$ cat src/rtl/des_lincrypt_block.sv
// Iterative reduced-round DES engine that streams LFSR plaintexts through ROUNDS
// rounds and counts pairs where the linear approximation evaluates to zero.
`timescale 1ns/1ps

module des_lincrypt_block #(
  parameter int ROUNDS = 6
) (
  input  logic         clk,
  // Active-high despite the name; the wrapper already drives it this way.
  input  logic         rst_n,
  input  logic         start,
  input  logic         restart_block,
  input  logic [63:0]  seed,
  input  logic [63:0]  polynomial,
  input  logic [63:0]  mask_i,
  input  logic [63:0]  mask_o,
  input  logic [63:0]  counter_limit,
  input  logic [767:0] round_keys,
  output logic [63:0]  counter,
  output logic         done
);

  typedef enum logic [1:0] {IDLE, ROUND, CHECK, DONE} state_t;

  localparam int E_TAB [48] = '{
    32,  1,  2,  3,  4,  5,  4,  5,  6,  7,  8,  9,
     8,  9, 10, 11, 12, 13, 12, 13, 14, 15, 16, 17,
    16, 17, 18, 19, 20, 21, 20, 21, 22, 23, 24, 25,
    24, 25, 26, 27, 28, 29, 28, 29, 30, 31, 32,  1};

  localparam int P_TAB [32] = '{
    16,  7, 20, 21, 29, 12, 28, 17,  1, 15, 23, 26,  5, 18, 31, 10,
     2,  8, 24, 14, 32, 27,  3,  9, 19, 13, 30,  6, 22, 11,  4, 25};

  // Each box is indexed by {row, column} = {b1, b6, b2..b5}.
  localparam int SBOX [8][64] = '{
    '{14, 4,13, 1, 2,15,11, 8, 3,10, 6,12, 5, 9, 0, 7,  0,15, 7, 4,14, 2,13, 1,10, 6,12,11, 9, 5, 3, 8,
       4, 1,14, 8,13, 6, 2,11,15,12, 9, 7, 3,10, 5, 0, 15,12, 8, 2, 4, 9, 1, 7, 5,11, 3,14,10, 0, 6,13},
    '{15, 1, 8,14, 6,11, 3, 4, 9, 7, 2,13,12, 0, 5,10,  3,13, 4, 7,15, 2, 8,14,12, 0, 1,10, 6, 9,11, 5,
       0,14, 7,11,10, 4,13, 1, 5, 8,12, 6, 9, 3, 2,15, 13, 8,10, 1, 3,15, 4, 2,11, 6, 7,12, 0, 5,14, 9},
    '{10, 0, 9,14, 6, 3,15, 5, 1,13,12, 7,11, 4, 2, 8, 13, 7, 0, 9, 3, 4, 6,10, 2, 8, 5,14,12,11,15, 1,
      13, 6, 4, 9, 8,15, 3, 0,11, 1, 2,12, 5,10,14, 7,  1,10,13, 0, 6, 9, 8, 7, 4,15,14, 3,11, 5, 2,12},
    '{ 7,13,14, 3, 0, 6, 9,10, 1, 2, 8, 5,11,12, 4,15, 13, 8,11, 5, 6,15, 0, 3, 4, 7, 2,12, 1,10,14, 9,
      10, 6, 9, 0,12,11, 7,13,15, 1, 3,14, 5, 2, 8, 4,  3,15, 0, 6,10, 1,13, 8, 9, 4, 5,11,12, 7, 2,14},
    '{ 2,12, 4, 1, 7,10,11, 6, 8, 5, 3,15,13, 0,14, 9, 14,11, 2,12, 4, 7,13, 1, 5, 0,15,10, 3, 9, 8, 6,
       4, 2, 1,11,10,13, 7, 8,15, 9,12, 5, 6, 3, 0,14, 11, 8,12, 7, 1,14, 2,13, 6,15, 0, 9,10, 4, 5, 3},
    '{12, 1,10,15, 9, 2, 6, 8, 0,13, 3, 4,14, 7, 5,11, 10,15, 4, 2, 7,12, 9, 5, 6, 1,13,14, 0,11, 3, 8,
       9,14,15, 5, 2, 8,12, 3, 7, 0, 4,10, 1,13,11, 6,  4, 3, 2,12, 9, 5,15,10,11,14, 1, 7, 6, 0, 8,13},
    '{ 4,11, 2,14,15, 0, 8,13, 3,12, 9, 7, 5,10, 6, 1, 13, 0,11, 7, 4, 9, 1,10,14, 3, 5,12, 2,15, 8, 6,
       1, 4,11,13,12, 3, 7,14,10,15, 6, 8, 0, 5, 9, 2,  6,11,13, 8, 1, 4,10, 7, 9, 5, 0,15,14, 2, 3,12},
    '{13, 2, 8, 4, 6,15,11, 1,10, 9, 3,14, 5, 0,12, 7,  1,15,13, 8,10, 3, 7, 4,12, 5, 6,11, 0,14, 9, 2,
       7,11, 4, 1, 9,12,14, 2, 0, 6,10,13,15, 3, 5, 8,  2, 1,14, 7, 4,10, 8,13,15,12, 9, 0, 3, 5, 6,11}};

  state_t       state, state_next;
  logic [63:0]  lfsr, lfsr_next;
  logic [63:0]  data;
  logic [63:0]  ptext;
  logic [63:0]  limit;
  logic [63:0]  processed;
  logic [4:0]   round_idx;
  logic         run_load, round_en, check_en;
  logic         last_round, last_pt, approx;
  logic [47:0]  sub_key [16];
  logic [47:0]  e_out, s_in;
  logic [31:0]  s_out, f_out;
  logic [63:0]  round_out;

  assign last_round = (round_idx == 5'(ROUNDS - 1));
  assign last_pt    = (processed + 64'd1 == limit);

  // ---------------------------------------------------------------- FSM
  // NOTE: non-blocking assignments so every register samples pre-edge values.
  always_ff @(posedge clk or posedge rst_n) begin
    if (rst_n) state <= IDLE;
    else       state <= state_next;
  end

  // NOTE: every output of a combinational block gets a default first, so no path infers a latch.
  always_comb begin
    state_next = state;
    case (state)
      IDLE, DONE: if (start) state_next = (counter_limit == 64'd0) ? DONE : ROUND;
      ROUND:      if (last_round) state_next = CHECK;
      CHECK:      state_next = last_pt ? DONE : ROUND;
      default:    state_next = IDLE;
    endcase
    if (restart_block) state_next = IDLE;
  end

  always_comb begin
    run_load = 1'b0;
    round_en = 1'b0;
    check_en = 1'b0;
    done     = 1'b0;
    case (state)
      IDLE:  run_load = start;
      ROUND: round_en = 1'b1;
      CHECK: check_en = 1'b1;
      DONE: begin
        run_load = start;
        done     = 1'b1;
      end
      default: ;
    endcase
    if (restart_block) begin
      run_load = 1'b0;
      round_en = 1'b0;
      check_en = 1'b0;
    end
  end

  // ---------------------------------------------------------------- round function
  for (genvar r = 0; r < 16; r++) begin : g_key
    assign sub_key[r] = round_keys[767 - 48*r -: 48];
  end

  // data[31:0] is R; DES bit n (1 = MSB) of a W-bit word sits at index W-n.
  for (genvar j = 0; j < 48; j++) begin : g_expand
    assign e_out[47 - j] = data[32 - E_TAB[j]];
  end

  assign s_in = e_out ^ sub_key[round_idx[3:0]];

  for (genvar i = 0; i < 8; i++) begin : g_sbox
    logic [5:0] six;
    assign six = s_in[47 - 6*i -: 6];
    assign s_out[31 - 4*i -: 4] = 4'(SBOX[i][{six[5], six[0], six[4:1]}]);
  end

  for (genvar j = 0; j < 32; j++) begin : g_perm
    assign f_out[31 - j] = s_out[32 - P_TAB[j]];
  end

  assign round_out = {data[31:0], data[63:32] ^ f_out};
  assign approx    = (^(ptext & mask_i)) ^ (^(data & mask_o));
  assign lfsr_next = (lfsr >> 1) ^ (lfsr[0] ? polynomial : 64'd0);

  // ---------------------------------------------------------------- datapath
  always_ff @(posedge clk or posedge rst_n) begin
    if (rst_n) begin
      lfsr      <= '0;
      data      <= '0;
      ptext     <= '0;
      limit     <= '0;
      processed <= '0;
      round_idx <= '0;
      counter   <= '0;
    end else begin
      if (run_load) begin
        lfsr      <= seed;
        data      <= seed;
        ptext     <= seed;
        limit     <= counter_limit;
        processed <= '0;
        round_idx <= '0;
        counter   <= '0;
      end else if (round_en) begin
        data      <= round_out;
        round_idx <= round_idx + 5'd1;
      end else if (check_en) begin
        if (!approx) counter <= counter + 64'd1;
        lfsr      <= lfsr_next;
        data      <= lfsr_next;
        ptext     <= lfsr_next;
        processed <= processed + 64'd1;
        round_idx <= '0;
      end
      if (restart_block) counter <= '0;
    end
  end

endmodule

$ cat config.mk
export PLATFORM = sky130hd
export DESIGN_NAME = des_lincrypt_block
export DESIGN_NICKNAME = d
export VERILOG_FILES = /design/src/rtl/des_lincrypt_block.sv
export SDC_FILE = /design/constraint.sdc
export NUM_CORES = 2
export LEC_CHECK = 0
export ABC_AREA = 0
export BUFFER_PORTS_ARGS = -buffer_cell sky130_fd_sc_hd__buf_4
export CAP_MARGIN = 40
export CORE_AREA = 2 2 445 447
export CTS_BUF_LIST = sky130_fd_sc_hd__clkbuf_4 sky130_fd_sc_hd__clkbuf_8 sky130_fd_sc_hd__clkbuf_16
export CTS_CLUSTER_SIZE = 8
export DETAILED_ROUTE_END_ITERATION = 6
export DIE_AREA = 0 0 447 449
export MAX_ROUTING_LAYER = met4
export PLACE_DENSITY = 0.31
export SLEW_MARGIN = 0
export SYNTH_ARGS = -nofsm -noshare
export SYNTH_HDL_FRONTEND = slang
export SYNTH_SLANG_ARGS = --single-unit
$ cat constraint.sdc
create_clock -name clk -period 11.9 [get_ports clk]
set_input_delay 3.57 -clock clk [delete_from_list [all_inputs] [get_ports clk]]
set_output_delay 3.57 -clock clk [all_outputs]
set_load 0.02 [all_outputs]
# == Word-level counts from Yosys, hierarchy flattened ==
# Memory sizes are Yosys's and may differ from the RTL's.
# Index checks and enable logic that the tools add are counted.
# word_totals
regBits,327
romBits,16384
input_bits,1092
output_inout_bits,65
word_cells,112
n_memories,8
# memory_table
name,words,word_bits,rd,rd_ports_with_merged_regs,wr,line,rtl
(no name shown),64,32,1,0,0,127,"assign s_out[31 - 4*i -: 4] = 4'(SBOX[i][{six[5], six[0], six[4:1]}]);"
(no name shown),64,32,1,0,0,127,
(no name shown),64,32,1,0,0,127,
(no name shown),64,32,1,0,0,127,
(no name shown),64,32,1,0,0,127,
(no name shown),64,32,1,0,0,127,
+2 memories,n/a,n/a,n/a,n/a,n/a,n/a,
# op_classes
add_sub_neg,3
n_lt_le_gt_ge,9
n_eq_ne,10
mux,49
bitwise,15
n_reduce_logical,11
# op_table
op,count
$mux W64,14
$bmux W48 S4,1
$add A64 B1 Y64 const B,2
$and A64 B64 Y64,2
$reduce_xor A64 Y1,2
$mux W48,2
$eq A64 B64 Y1,1
$logic_not A64 Y1,1
$mux W4,16
$xor A63 B64 Y64,1
$ge A7 B7 Y1 const B,8
$not A6 Y7,8
$xor A48 B48 Y48,1
$xor A32 B32 Y32,1
$mux W5,3
$mux W2,5
$ne A3 B3 Y1 const B,3
$mux W1,7
$pmux W2 S3,1
$reduce_bool A3 Y1,2
$add A5 B1 Y5 const B,1
$eq A5 B3 Y1 const B,1
$ge A5 B5 Y1 const B,1
$not A4 Y5,1
other kinds (10),12

# == Longest topological paths before layout ==
# depth
ltp_word,12
mapped_depth,19

# == Least setup slack after synthesis ==
# Ideal clock, no wire load.
# synth_timing
path_type,input to register
start,input round_keys[139]
end,register data[9]
t_arrival_ps,7036
t_required_ps,11774
path_slack_ps,4739
stages,14
n_path_buf,1
path_cell_list,mux4_2 > mux4_2 > xor2_1 > inv_1 > ha_1 > clkbuf_1 > nor2_1 > or3b_2 > o21ai_0 > mux2_2 > a211o_1 > xor2_1 > a221oi_1 > nor2_1
# synth_between
elab_chain_len,11
# synth_rtl
element,line,rtl
from (decl),18,"input logic [767:0] round_keys,"
$bmux W48 S4,122,assign s_in = e_out ^ sub_key[round_idx[3:0]];
$mux W48 (implied by the code) (2 in series),122,
$xor A48 B48 Y48,122,
$not A6 Y7 (implied by the code),127,
$mem_v2 Z64 W32,n/a,
$mux W4 (implied by the code) (2 in series),127,
$xor A32 B32 Y32,134,"assign round_out = {data[31:0], data[63:32] ^ f_out};"
$mux W64,157,end else if (round_en) begin
$mux W64,149,if (run_load) begin
to (signal assigned),158,data <= round_out;
to (signal assigned),163,data <= lfsr_next;
to (decl),56,logic [63:0] data;
# No other way between the ends. The select of a mux whose other input is x is not followed.
# A chain may end at the register's enable or synchronous reset.

# == Worst setup path after layout ==
# layout_timing
start,input round_keys[523]
end,register data[1]
# Same word-level chain as after synthesis.

==> flow_summary.toml <==
[clocking]
clock_sink_count = 327
cts_resized = 0
cts_setup_buffers = 0
cts-root-buf = "clkbuf_16"
cts_tree = "built"
htree_levels = 2
ctsHoldBuffers = 0
worstSkewPairLatency_ns = 0.64
numCtsBuffers = 48
path_clk_slew_ns = 0.06
clockBufferDepth = 3

[sta]
slew_headroom_pct = 39.0
rsz0062_at_grt = "no"
fin_skew_ns = 0.0402
setup_viol = 0
fin_setup_tns_ns = 0
setup_ws_ns = 4.58
slew_violations = 0
clock.fmax_mhz = 137
hold_viol = 0
fin_crit_sh_pct = 61.5
timing.hold.ws_ns = 0.498
tightest_slew_ns = 0.916
post-route-min-period_ns = 7.32

[placed_design]
hpwl_um = 224000
gp_congestion = 1.00
portBuffers = 1156
preCtsSetupSlack_ns = 4.00
placed_area_um2 = 42900
placed_cells = 7148

[logic_synthesis]
yosysSeqAreaShare_pct = 26.5
syn_area_um2 = 30900
synth_edf_count = 0
async_reset_ff_share_pct = 100
synthCells = 3502
syn_avg_cell_area_um2 = 8.82
ys_ff_latch = 327
synth_nets = 4662
synth_ff_type = "dfrtp_1"
synth_cell_types = 81
ys_warn_count = 0

[routing]
first_pass_iters = 5
antenna_left = 0
routed_wl_um = 262000
num_vias = 33500
drc = 0
detail_route.wl_per_cell_um = 35.9
drt_iter0_markers = 2345
viasPerCell = 4.60

[pwr]
pwr_density_cell_nw_per_um2 = 302
cellLeakagePower_nw = 18.4
finalPower_mw = 13.4
worst_ir_drop_vdd_mv = 1.04

[grt]
track_usage_pct = 26.0
grt_overflow = 0
grt_start_max_net_pins = 146
grt_antenna_before_repair = 168
grt_pass1_vias = 33800
grt_pass1_wl_um = 337000

[critical_path]
rrSetupSlack_ns = 5.88
cp_num_buf_inv = 2
critPathMaxFanout = 11
critPathSlowestCell = "xor2_1"
path_cells = "buf_4 > mux4_2 > mux4_2 > xor2_1 > inv_1 > ha_1 > nor2b_1 > nor3_1 > a21oi_1 > mux2i_1 > nor2_1 > nor3_1 > xor2_1 > a221o_1"
required_ns = 12.41
crit_path_start_kind = "primary input"
endpoint_kind = "flop"
crit_path_max_incr_delay_ns = 0.70
path_class = "primary input to flop"
critPathTopFamily = "multiplexers"
cp.arrival_ns = 7.84

[floorplan]
start_util_pct = 15.7
die-area_um2 = 201000
rows = 163
ios = 1157
die_h_um = 449
die_w_um = 447
fp.coreArea_um2 = 196000

[layout]
fillers = 21900
nets = 5718
syn2layout_area_growth_pct = 43.9
utilization_pct = 22.6
post_route_cells_drive_above_1_share_pct = 35.3
fin_area_um2 = 44400
layout_commonest_cell = "buf_4"
final_cell_mix = "buf_4 (1,237), nand2_1 (640), dfrtp_1 (322), nor2_1 (269), mux4_2 (223)"
finalNonFillerCells = 7282

[min_path]
min_path_type = "flop to flop"

[run_status]
status = "finished clean"

[job]
drv_cap = 0
[cells by family (layout without fill, tap and decap cells)]
kind of cell    count (synthesis)  in the layout  share of synthesized area (%)
simple gates                 1291           1291                           18.8
xor+xnor                      413            413                           12.0
mux                           330            330                           19.8
other cells                     0             71                              0
compound gates                765            765                           15.8
fa+ha+maj                      68             68                           2.76
buf+inv                       308           1377                           4.34
flops                         327            327                           26.5
[Yosys cell counts (13+ instances only)]
master      n  area, um2
and3_1     30        188
a21oi_1   211       1060
nand2b_1   18        113
a22oi_1    17        128
nor2b_1    26        163
nor2_1    271       1020
nor4_1     29        181
mux2i_1    94        941
o21ai_0   153        766
o211ai_1   95        713
nand2_1   641       2410
nand3_1    74        370
or3_1      19        119
a31oi_1    48        300
nand4_1    49        307
mux4_2    223       5020
a221oi_1   16        140
buf_1      25       93.8
ha_1       68        851
xnor2_1   220       1930
xor2_1    183       1600
o31ai_1    83        623
or4_1      34        255
inv_1      58        218
nor3_1     35        175
buf_2      39        195
mux2_2     13        146
buf_4      22        165
and2_1     15       93.8
dfrtp_1   327       8180
a211oi_1   38        285
clkbuf_1  156        586
[sequential cells by signal, summed over array words and instances, names as in the netlist]
name       flops
round_idx      5
data          64
state          2
counter       64
processed     64
ptext         64
limit         64
[worst reg2reg max path: stages (launching register included)]
cell	delay [ns]
dfrtp_4	0.71
buf_4	0.48
buf_12	0.46
mux4_2	0.84
mux4_2	0.63
xor2_1	0.70
inv_1	0.27
ha_1	0.32
inv_1	0.09
mux2i_1	0.10
a2111oi_0	0.65
a311oi_1	0.19
xnor2_1	0.18
a21oi_1	0.16
a21oi_1	0.08
[where the power goes]
| part | internal (mW) | total (mW) | switching (mW) |
|---|---|---|---|
| Sequential | 1.44 | 2.08 | 0.646 |
| Clock | 0.779 | 1.38 | 0.598 |
| Combinational | 3.77 | 9.95 | 6.18 |
[final timing paths]
kind                                          start                 endpoint  cells after the start
setup reg to reg           round_idx[0]$_DFFE_PP0P_     data[20]$_DFFE_PP0P_                     14
setup / recovery                    round_keys[523]      data[1]$_DFFE_PP0P_                     14
hold reg to reg               limit[36]$_DFFE_PP0P_    limit[36]$_DFFE_PP0P_                      2
min in group asynchronous                     rst_n  counter[17]$_DFFE_PP0P_                      3
hold / removal                limit[36]$_DFFE_PP0P_    limit[36]$_DFFE_PP0P_                      2
max in group asynchronous                     rst_n    limit[59]$_DFFE_PP0P_                      5
[area by class of cell]
cell class                      instances  area (um2)  area share, %
Multi-Input combinational cell       2867       21500           48.4
Timing Repair Buffer                 1255        9660           21.8
Sequential cell                       327        8200           18.5
Tap cell                             2640        3300           7.44
Clock buffer                           58        1290           2.92
Inverter                               59         225          0.507
Antenna cell                           71         178          0.400
Clock inverter                          5        80.1          0.180
[per-layer routing]
metal | GRT usage (%) | part of all wire, %
met4 | 12.7 | 6.0
met1 | 28.4 | 37
met3 | 3.50 | 4.7
met5 | - | 0
met2 | 46.1 | 52
Note: power is estimated with default switching activity, not from simulation.
